### config.mk
export PLATFORM = sky130hd
export DESIGN_NAME = bus_datapath_mc
export DESIGN_NICKNAME = d
export VERILOG_FILES = /design/src/rtl/bus_datapath_mc.sv
export SDC_FILE = /design/constraint.sdc
export NUM_CORES = 2
export LEC_CHECK = 0
export CORE_MARGIN = 2
export CORE_UTILIZATION = 30
export CTS_CLUSTER_SIZE = 12
export DETAILED_ROUTE_END_ITERATION = 8
export PLACE_DENSITY_LB_ADDON = 0.1
export SLEW_MARGIN = 20
export SYNTH_ARGS = -nofsm -noshare
export SYNTH_HDL_FRONTEND = slang
export SYNTH_SLANG_ARGS = --single-unit
### constraint.sdc
create_clock -name Clock -period 25.3 [get_ports Clock]
set_clock_uncertainty 0.15 [all_clocks]
set_input_delay 5.06 -clock Clock [delete_from_list [all_inputs] [get_ports Clock]]
set_output_delay 5.06 -clock Clock [all_outputs]
set_load 0.01 [all_outputs]
### src/rtl/bus_datapath_mc.sv
// ----------------------------------------------------------------------------
// bus_datapath_mc
//
// Single-bus CPU datapath with an integrated ALU. The register file (R0..Rn),
// PC, IR, MAR, MDR, HI, LO, Y and the split Z register share one bus. Exactly
// one drive strobe places a source on the bus. With no strobe the bus reads 0.
// With several strobes it also reads 0 and bus_conflict is raised.
//
// The ALU takes A from Y and B from the bus. Only the ALU writes Z.
//
// Ports:
//   Clock, clear          rising-edge clock, asynchronous active-low reset
//   Rout / Rin            one-hot register drive, register load enables
//   src_out[6:0]          {InPortout, MDRout, LOout, HIout, Zhighout,
//                          Zlowout, PCout}
//   PCin, IncPC, IRin,    load strobes (PCin has priority over IncPC;
//   MARin, MDRin, Read,    MDRin loads Mdatain when Read=1, else the bus)
//   Yin, HIin, LOin
//   Mdatain, InPort       memory read data, external input port
//   op, start             ALU opcode and launch strobe
//   busy, done, div0      ALU status (div0 is sticky until reset)
//   bus_conflict, bus     bus status and bus value
//   IR_q, MAR_q           IR and MAR contents
//   alu_state             ALU FSM state (0 IDLE, 1 MUL_RUN, 2 DIV_RUN, 3 FIN)
//
// ALU handshake: start is sampled only while busy=0. A single-cycle op, or a
// divide by zero, writes Z on the start edge. A multiply or divide latches
// its operands on the start edge and raises busy. It writes Z on the edge
// WIDTH+1 cycles later, and busy drops on that same edge. done is high for
// exactly one cycle after each Z write. A start while busy=1 is dropped.
// ----------------------------------------------------------------------------
module bus_datapath_mc #(
   parameter int WIDTH = 32,
   parameter int NREGS = 16
) (
   input  logic               Clock,
   input  logic               clear,
   input  logic [NREGS-1:0]   Rout,
   input  logic [NREGS-1:0]   Rin,
   input  logic [6:0]         src_out,
   input  logic               PCin,
   input  logic               IncPC,
   input  logic               IRin,
   input  logic               MARin,
   input  logic               MDRin,
   input  logic               Read,
   input  logic               Yin,
   input  logic               HIin,
   input  logic               LOin,
   input  logic [WIDTH-1:0]   Mdatain,
   input  logic [WIDTH-1:0]   InPort,
   input  logic [2:0]         op,
   input  logic               start,
   output logic               busy,
   output logic               done,
   output logic               div0,
   output logic               bus_conflict,
   output logic [WIDTH-1:0]   bus,
   output logic [WIDTH-1:0]   IR_q,
   output logic [WIDTH-1:0]   MAR_q,
   output logic [1:0]         alu_state
);

   localparam int SHW  = $clog2(WIDTH);
   localparam int CNTW = $clog2(WIDTH);
   localparam logic [CNTW-1:0] CNT_LAST = CNTW'(WIDTH - 1);

   typedef enum logic [1:0] {
      IDLE    = 2'd0,
      MUL_RUN = 2'd1,
      DIV_RUN = 2'd2,
      FIN     = 2'd3
   } alu_state_t;

   // Architectural registers
   logic [WIDTH-1:0] regs [NREGS];
   logic [WIDTH-1:0] pc_q;
   logic [WIDTH-1:0] mdr_q;
   logic [WIDTH-1:0] hi_q;
   logic [WIDTH-1:0] lo_q;
   logic [WIDTH-1:0] y_q;
   logic [WIDTH-1:0] zhi_q;
   logic [WIDTH-1:0] zlo_q;

   // ---------------------------------------------------------------------
   // Bus: AND-OR of every driven source. The result is used only when
   // exactly one driver is active.
   // ---------------------------------------------------------------------
   logic [WIDTH-1:0] src_val [7];
   logic [WIDTH-1:0] bus_or;
   logic [5:0]       drv_cnt;

   assign src_val[0] = pc_q;
   assign src_val[1] = zlo_q;
   assign src_val[2] = zhi_q;
   assign src_val[3] = hi_q;
   assign src_val[4] = lo_q;
   assign src_val[5] = mdr_q;
   assign src_val[6] = InPort;

   always_comb begin
      drv_cnt = '0;
      bus_or  = '0;
      for (int i = 0; i < NREGS; i++) begin
         if (Rout[i]) begin
            drv_cnt = drv_cnt + 6'd1;
            bus_or  = bus_or | regs[i];
         end
      end
      for (int j = 0; j < 7; j++) begin
         if (src_out[j]) begin
            drv_cnt = drv_cnt + 6'd1;
            bus_or  = bus_or | src_val[j];
         end
      end
   end

   assign bus          = (drv_cnt == 6'd1) ? bus_or : '0;
   assign bus_conflict = (drv_cnt > 6'd1);

   // ---------------------------------------------------------------------
   // Register loads
   // ---------------------------------------------------------------------
   always_ff @(posedge Clock or negedge clear) begin
      if (!clear) begin
         for (int i = 0; i < NREGS; i++) regs[i] <= '0;
      end else begin
         for (int i = 0; i < NREGS; i++) begin
            if (Rin[i]) regs[i] <= bus;
         end
      end
   end

   always_ff @(posedge Clock or negedge clear) begin
      if (!clear) begin
         pc_q  <= '0;
         IR_q  <= '0;
         MAR_q <= '0;
         mdr_q <= '0;
         y_q   <= '0;
         hi_q  <= '0;
         lo_q  <= '0;
      end else begin
         if (PCin)       pc_q <= bus;
         else if (IncPC) pc_q <= pc_q + WIDTH'(1);
         if (IRin)  IR_q  <= bus;
         if (MARin) MAR_q <= bus;
         if (MDRin) mdr_q <= Read ? Mdatain : bus;
         if (Yin)   y_q   <= bus;
         if (HIin)  hi_q  <= bus;
         if (LOin)  lo_q  <= bus;
      end
   end

   // ---------------------------------------------------------------------
   // ALU: single-cycle results
   // ---------------------------------------------------------------------
   logic [WIDTH-1:0] alu_a;
   logic [WIDTH-1:0] alu_b;
   logic [WIDTH:0]   add_full;
   logic [SHW-1:0]   shamt;
   logic [WIDTH-1:0] res_lo;
   logic [WIDTH-1:0] res_hi;

   assign alu_a    = y_q;
   assign alu_b    = bus;
   assign add_full = {1'b0, alu_a} + {1'b0, alu_b};
   assign shamt    = alu_b[SHW-1:0];

   always_comb begin
      res_lo = '0;
      res_hi = '0;
      case (op)
         3'd0: begin
            res_lo = add_full[WIDTH-1:0];
            res_hi = {{(WIDTH-1){1'b0}}, add_full[WIDTH]};
         end
         3'd1: begin
            res_lo = alu_a - alu_b;
            res_hi = (alu_a < alu_b) ? {WIDTH{1'b1}} : '0;
         end
         3'd2: res_lo = alu_a & alu_b;
         3'd3: res_lo = alu_a | alu_b;
         3'd4: res_lo = alu_a << shamt;
         3'd5: res_lo = alu_a >> shamt;
         default: begin
            res_lo = '0;
            res_hi = '0;
         end
      endcase
   end

   // ---------------------------------------------------------------------
   // ALU: multi-cycle engine. prod_q serves both long operations.
   // For a multiply it holds {partial product, multiplier}.
   // For a divide it holds {remainder, dividend/quotient}.
   // At FIN, prod_q upper half goes to Zhigh and lower half to Zlow.
   // opnd_q holds the multiplicand or the divisor.
   // ---------------------------------------------------------------------
   alu_state_t       state;
   logic [2*WIDTH-1:0] prod_q;
   logic [WIDTH-1:0]   opnd_q;
   logic [CNTW-1:0]    cnt_q;

   logic [WIDTH:0]     mul_sum;
   logic [2*WIDTH-1:0] mul_next;
   logic [WIDTH:0]     r_shift;
   logic               r_ge;
   logic [WIDTH-1:0]   r_diff;
   logic [2*WIDTH-1:0] div_next;

   // Shift-add step: add the multiplicand into the high half when the
   // current multiplier bit is set, then shift the whole product right.
   assign mul_sum  = {1'b0, prod_q[2*WIDTH-1:WIDTH]}
                   + (prod_q[0] ? {1'b0, opnd_q} : {(WIDTH+1){1'b0}});
   assign mul_next = {mul_sum, prod_q[WIDTH-1:1]};

   // Restoring step: shift the next dividend bit into the remainder and
   // subtract the divisor if it fits. The remainder stays below the
   // divisor, so the difference fits in WIDTH bits.
   assign r_shift  = {prod_q[2*WIDTH-1:WIDTH], prod_q[WIDTH-1]};
   assign r_ge     = (r_shift >= {1'b0, opnd_q});
   assign r_diff   = r_shift[WIDTH-1:0] - opnd_q;
   assign div_next = r_ge ? {r_diff, prod_q[WIDTH-2:0], 1'b1}
                          : {r_shift[WIDTH-1:0], prod_q[WIDTH-2:0], 1'b0};

   always_ff @(posedge Clock or negedge clear) begin
      if (!clear) begin
         state  <= IDLE;
         busy   <= 1'b0;
         done   <= 1'b0;
         div0   <= 1'b0;
         zhi_q  <= '0;
         zlo_q  <= '0;
         prod_q <= '0;
         opnd_q <= '0;
         cnt_q  <= '0;
      end else begin
         done <= 1'b0;
         case (state)
            IDLE: begin
               if (start) begin
                  if (op == 3'd6) begin
                     opnd_q <= alu_a;
                     prod_q <= {{WIDTH{1'b0}}, alu_b};
                     cnt_q  <= '0;
                     busy   <= 1'b1;
                     state  <= MUL_RUN;
                  end else if (op == 3'd7) begin
                     if (alu_b == '0) begin
                        zlo_q <= {WIDTH{1'b1}};
                        zhi_q <= alu_a;
                        div0  <= 1'b1;
                        done  <= 1'b1;
                     end else begin
                        opnd_q <= alu_b;
                        prod_q <= {{WIDTH{1'b0}}, alu_a};
                        cnt_q  <= '0;
                        busy   <= 1'b1;
                        state  <= DIV_RUN;
                     end
                  end else begin
                     zlo_q <= res_lo;
                     zhi_q <= res_hi;
                     done  <= 1'b1;
                  end
               end
            end
            MUL_RUN: begin
               prod_q <= mul_next;
               cnt_q  <= cnt_q + 1'b1;
               if (cnt_q == CNT_LAST) state <= FIN;
            end
            DIV_RUN: begin
               prod_q <= div_next;
               cnt_q  <= cnt_q + 1'b1;
               if (cnt_q == CNT_LAST) state <= FIN;
            end
            FIN: begin
               zhi_q <= prod_q[2*WIDTH-1:WIDTH];
               zlo_q <= prod_q[WIDTH-1:0];
               done  <= 1'b1;
               busy  <= 1'b0;
               state <= IDLE;
            end
            default: state <= IDLE;
         endcase
      end
   end

   assign alu_state = state;

endmodule

==> After elaboration in Yosys (flattened, before gate mapping) <==
Index checks and enable logic that the tools add are counted.
{ "op_classes": {"n_addsub": 28, "n_lt_le_gt_ge": 3, "eq_ne": 19, "shifts": 2, "muxes": 94, "bitwise": 25, "reduce_logical": 16} }
{ "op_table": {"columns": ["operator", "count"], "rows": [
  ["$mux W32", 40],
  ["$or A32 B32 Y32", 23],
  ["$mux W64", 5],
  ["$pmux W32 S2", 3],
  ["$pmux W32 S6", 1],
  ["$pmux W64 S3", 1],
  ["$add A6 B1 Y6 const B", 22],
  ["$mux W6", 22],
  ["$add A32 B32 Y33", 2],
  ["$sub A32 B32 Y32", 2],
  ["$ge A33 B32 Y1", 1],
  ["$add A32 B1 Y32 const B", 1],
  ["$and A32 B32 Y32", 1],
  ["$logic_not A32 Y1", 1],
  ["$lt A32 B32 Y1", 1],
  ["$shl A32 B5 Y32", 1],
  ["$shr A32 B5 Y32", 1],
  ["$reduce_and A4 Y1", 6],
  ["$mux W5", 4],
  ["$eq A3 B3 Y1 const B", 4],
  ["$mux W2", 5],
  ["$pmux W5 S2", 1],
  ["$mux W1", 9],
  ["$ne A3 B3 Y1 const B", 3],
  ["19 further kinds", 27]
]} }
{ "totals": {"regBits": 906, "in_bits": 118, "output_inout_bits": 102, "word_cells": 219} }

==> Depth between registers and ports, before layout <==
{ "depth": {"ltp_word": 54, "ltp_mapped": 101, "mapped_depth_nobuf": 94} }

==> Least setup slack after synthesis <==
OpenSTA, ideal clock, no wires.
{ "synth_timing": {"kind": "input port to output port", "from": "input Rout[0]", "to": "output bus[2]", "arrival_time_ns": 17.661, "t_required_ns": 20.090, "path_slack_ns": 2.429, "cell_stages": 76, "path_buffers": 7, "path_cell_list": "clkbuf_1 clkbuf_1 inv_1 ha_1 buf_4 xor2_1 ha_1 nand2_1 o31ai_2 xnor2_1 nand2_1 o21ai_0 ha_1 nand2_1 o211ai_1 o21ai_0 xnor2_1 nand2_1 [... 40 more ...] and2_1 a31oi_1 o31ai_1 ha_1 nand2b_1 o22a_1 o22ai_1 o31a_1 o2111ai_1 nand2b_1 nor4b_1 or4_1 buf_4 nand2_1 inv_1 clkbuf_1 clkbuf_1 clkbuf_1"} }
{ "synth_between": {"elab_chain_len": 47, "word_cells_on_any_way": 92, "cone_classes": "add/sub (22); eq/ne (1); mux (47); bitwise (22)"} }
{ "synth_lines": {"columns": ["element", "line", "rtl"], "rows": [
  ["start, declared", "38", "input logic [NREGS-1:0] Rout,"],
  ["$mux W1", "105", "if (Rout[i]) begin"],
  ["$add A6 B1 Y6", "106", "drv_cnt = drv_cnt + 6'd1;"],
  ["$mux W6", "105", null],
  ["$add A6 B1 Y6", "106", null],
  ["$mux W6", "105", null],
  ["$add A6 B1 Y6", "106", null],
  ["$mux W6", "105", null],
  ["$add A6 B1 Y6", "106", null],
  ["[... 31 more ...]", null, null],
  ["$add A6 B1 Y6", "112", "drv_cnt = drv_cnt + 6'd1;"],
  ["$mux W6", "111", "if (src_out[j]) begin"],
  ["$add A6 B1 Y6", "112", null],
  ["$mux W6", "111", null],
  ["$add A6 B1 Y6", "112", null],
  ["$mux W6", "111", null],
  ["$eq A6 B1 Y1", "118", "assign bus = (drv_cnt == 6'd1) ? bus_or : '0;"],
  ["$mux W32 *", "118", null],
  ["end, declared", "58", "output logic [WIDTH-1:0] bus,"]
]} }
Mark *: on every way between the ends. The rest lies on a longest branch, timed or not.

==> Worst setup path after layout <==
{ "layout_timing": {"from": "input Rout[0]", "to": "output bus[12]"} }
Same word-level chain as after synthesis.

==> results_dict.tcl <==
set metrics [dict create \
    outcome "finished, final reports clean" \
    path_delay_family "adder cells" \
    reg2reg_setup_slack_ps 17460 \
    crit_type "input port to output port" \
    startpoint "Rout[0]" \
    htreeDepth 3 \
    met2_length_um 120000 \
    grt_max_degree 164 \
    rows 157 \
    cp-end-kind "output port" \
    layout-drive-gt1-share 0.202 \
    dr_wl_met3_um 12500 \
    fin_util 0.346 \
    synth_area_leader_cell "dfrtp_1" \
    synth_warnings 0 \
    grt-ovfl-total 0 \
    cp_slowest_cell "nor4b_1" \
    dieWidth_um 432 \
    hold_path_class "register to register" \
    nets 5942 \
    finalMaxSlewViolations 0 \
    drt-pass1-iter-count 5 \
    floorplan.initialDensity 0.301 \
    tritoncts "yes" \
    root_buffer "clkbuf_16" \
    synth_cell_types 98 \
    ios 220 \
    place.detailed.hpwl_um 175000 \
    reg2reg_from "regs[355]" \
    cp-endpoint "bus[12]" \
    hold_violations 0 \
    worst_pin_slew_ps 1170 \
    dieArea_um2 187000 \
    highest_layer "met5" \
    fmax_mhz 41.5 \
    drv_cap 0 \
    ys_async_sr_fraction 1.00 \
    clk_latency_ps 830 \
    route.detailed.drc 0 \
    crit_path_start_kind "input port" \
    grt_pass1_wl_um 368000 \
    clock_sinks 906 \
    dr_total_vias 46931 \
    crit_top_cell "ha_1" \
    syn_inst 5632 \
    routed_wirelength_um 261000 \
    synth.area.top_cells "dfrtp_1 41%, mux2_2 14%, a22oi_1 4.4%" \
    via_per_inst 5.78 \
    portBuffers 219 \
    rsz0062_at_grt "no" \
    grt_pass1_vias 46128 \
    synth_nets 5946 \
    cts_buffers 111 \
    synth_edf_count 0 \
    crit_cells 72 \
    dp.cells 7896 \
    instances_no_fill 8113 \
    fin_crit_ps 24100 \
    cts_hold_buf 0 \
    worstPathMaxFanout 17 \
    slew_headroom 0.220 \
    core_area_um2 182000 \
    timing.rr.end "zlo_q[24]" \
    wl_met1_um 116000 \
    placed_area_um2 59300 \
    crit_arrival_ps 18890 \
    synth_top_area_frac 0.413 \
    setup_tns_ps 0 \
    die_h_um 432 \
    synth_flop_cell "dfrtp_1" \
    track_usage 0.274 \
    avgSynthCellArea_um2 9.76 \
    synthToLayoutAreaGrowth_pct 15.0 \
    seq_area_frac_synth 0.413 \
    antenna_found_initial 13 \
    critPathMaxStageDelay_ps 590 \
    ant_nets 0 \
    clockBufferDepth 3 \
    routedWlPerCell_um 32.2 \
    gp_congestion 0.983 \
    hold_path.startpoint "prod_q[2]" \
    synth-seq-cells 906 \
    setup_viol 0 \
    r2r_cells 32 \
    syn-cell-area_um2 55000 \
    first_iter_violations 4295 \
    worst_ep_required_time_ps 20090 \
    cts.clk_slew.worst_paths_ps 60 \
    final_area_um2 63200 \
    fin_crit_sh 0.952 \
    worst-path-buf-inv 7 \
]
[cells in the final DEF (no fill, tap or decap), drive strengths merged, types with 15 or more instances in the layout]
cell type	netlist	final
a211oi	94	94
a21o	60	60
a21oi	353	353
a221oi	51	51
a222oi	32	32
a22o	40	40
a22oi	322	322
a31oi	69	69
a32oi	15	15
and2	41	41
and3	28	28
buf	126	204
clkbuf	364	156
clkdlybuf4s50	0	169
clkinv	1	36
dfrtp	906	906
ha	192	192
inv	236	240
mux2	690	690
mux2i	69	69
nand2	391	391
nand2b	18	18
nand3	98	98
nand4	87	87
nor2	399	399
nor3	61	61
nor4	21	21
o211ai	34	34
o21a	23	23
o21ai	313	313
o21bai	29	29
o22ai	19	19
o31ai	22	22
xnor2	143	143
xor2	49	49
[kinds of logic (layout without fill, tap and decap cells)]
| family | count (synthesis) | in the layout | synth area share |
|---|---|---|---|
| mux | 761 | 761 | 0.155 |
| xor+xnor | 204 | 204 | 0.0377 |
| flops | 906 | 906 | 0.413 |
| simple gates | 1212 | 1212 | 0.100 |
| fa+ha+maj | 196 | 196 | 0.0452 |
| other cells | 0 | 9 | 0 |
| compound gates | 1626 | 1626 | 0.199 |
| buf+inv | 727 | 814 | 0.0506 |
[layer usage]
metal,vias to the layer above,track usage
met5,-,0
met4,2,0.122
met3,379,0.0315
met2,1541,0.440
met1,24451,0.371
li1,20558,-
[worst register-to-register path: cells and delay by family (launching register included)]
kind,cells,cell delay (ps)
compound gates,22,4390
simple gates,4,1230
buf+inv,4,1010
fa+ha+maj,1,410
flops,1,380
xor+xnor,1,160
[state kept, by name, summed over array words and instances (netlist names)]
register / flops
IR_q: 32
MAR_q: 32
alu_a: 32
alu_state: 2
busy: 1
cnt_q: 5
div0: 1
done: 1
hi_q: 32
lo_q: 32
mdr_q: 32
opnd_q: 32
pc_q: 32
prod_q: 64
regs: 512
zhi_q: 32
zlo_q: 32
[area by class of cell]
class	instances	area (um2)
flip-flops and latches	906	22700
inverters	237	895
clock buffers	156	3200
clock inverters	48	586
fillers	18566	119000
diodes	9	22.5
well taps	2385	2980
multi-input cells	3999	29600
repair buffers	373	3260
[cell usage after synthesis (all sizes together) (61+ instances only)]
cell type	n
dfrtp	906
a211oi	94
a22oi	322
nor3	61
o21ai	313
mux2	690
inv	236
nand2	391
nand3	98
mux2i	69
buf	126
clkbuf	364
a21oi	353
nand4	87
a31oi	69
nor2	399
xnor2	143
ha	192
[how the worst min path moves through the flow]
stage / cells past startpoint / slack [ps] / endpoint
after detailed placement: 2 / 330 / prod_q[2]
after CTS: 2 / 340 / prod_q[2]
final: 2 / 340 / prod_q[2]
after global placement: 2 / 310 / prod_q[1]
after floorplan: 2 / 300 / prod_q[1]
after global routing: 1 / 370 / regs[115]
[per-stage QoR]
stage                     worst slack (ps)  hold slack (ps)
after global placement                 762              314
final                                 1200              344
after detailed placement               701              329
after CTS                              674              342
after floorplan                       2430              300
after global routing                  36.3              365
[what timing repair did]
action,CTS,global route
resized for setup,0,1
endpoints found under the setup margin,0,32
buffers inserted,0,3
Power is not shown: default switching activity piles up to over one toggle a cycle in this logic, so the estimate is an artifact.
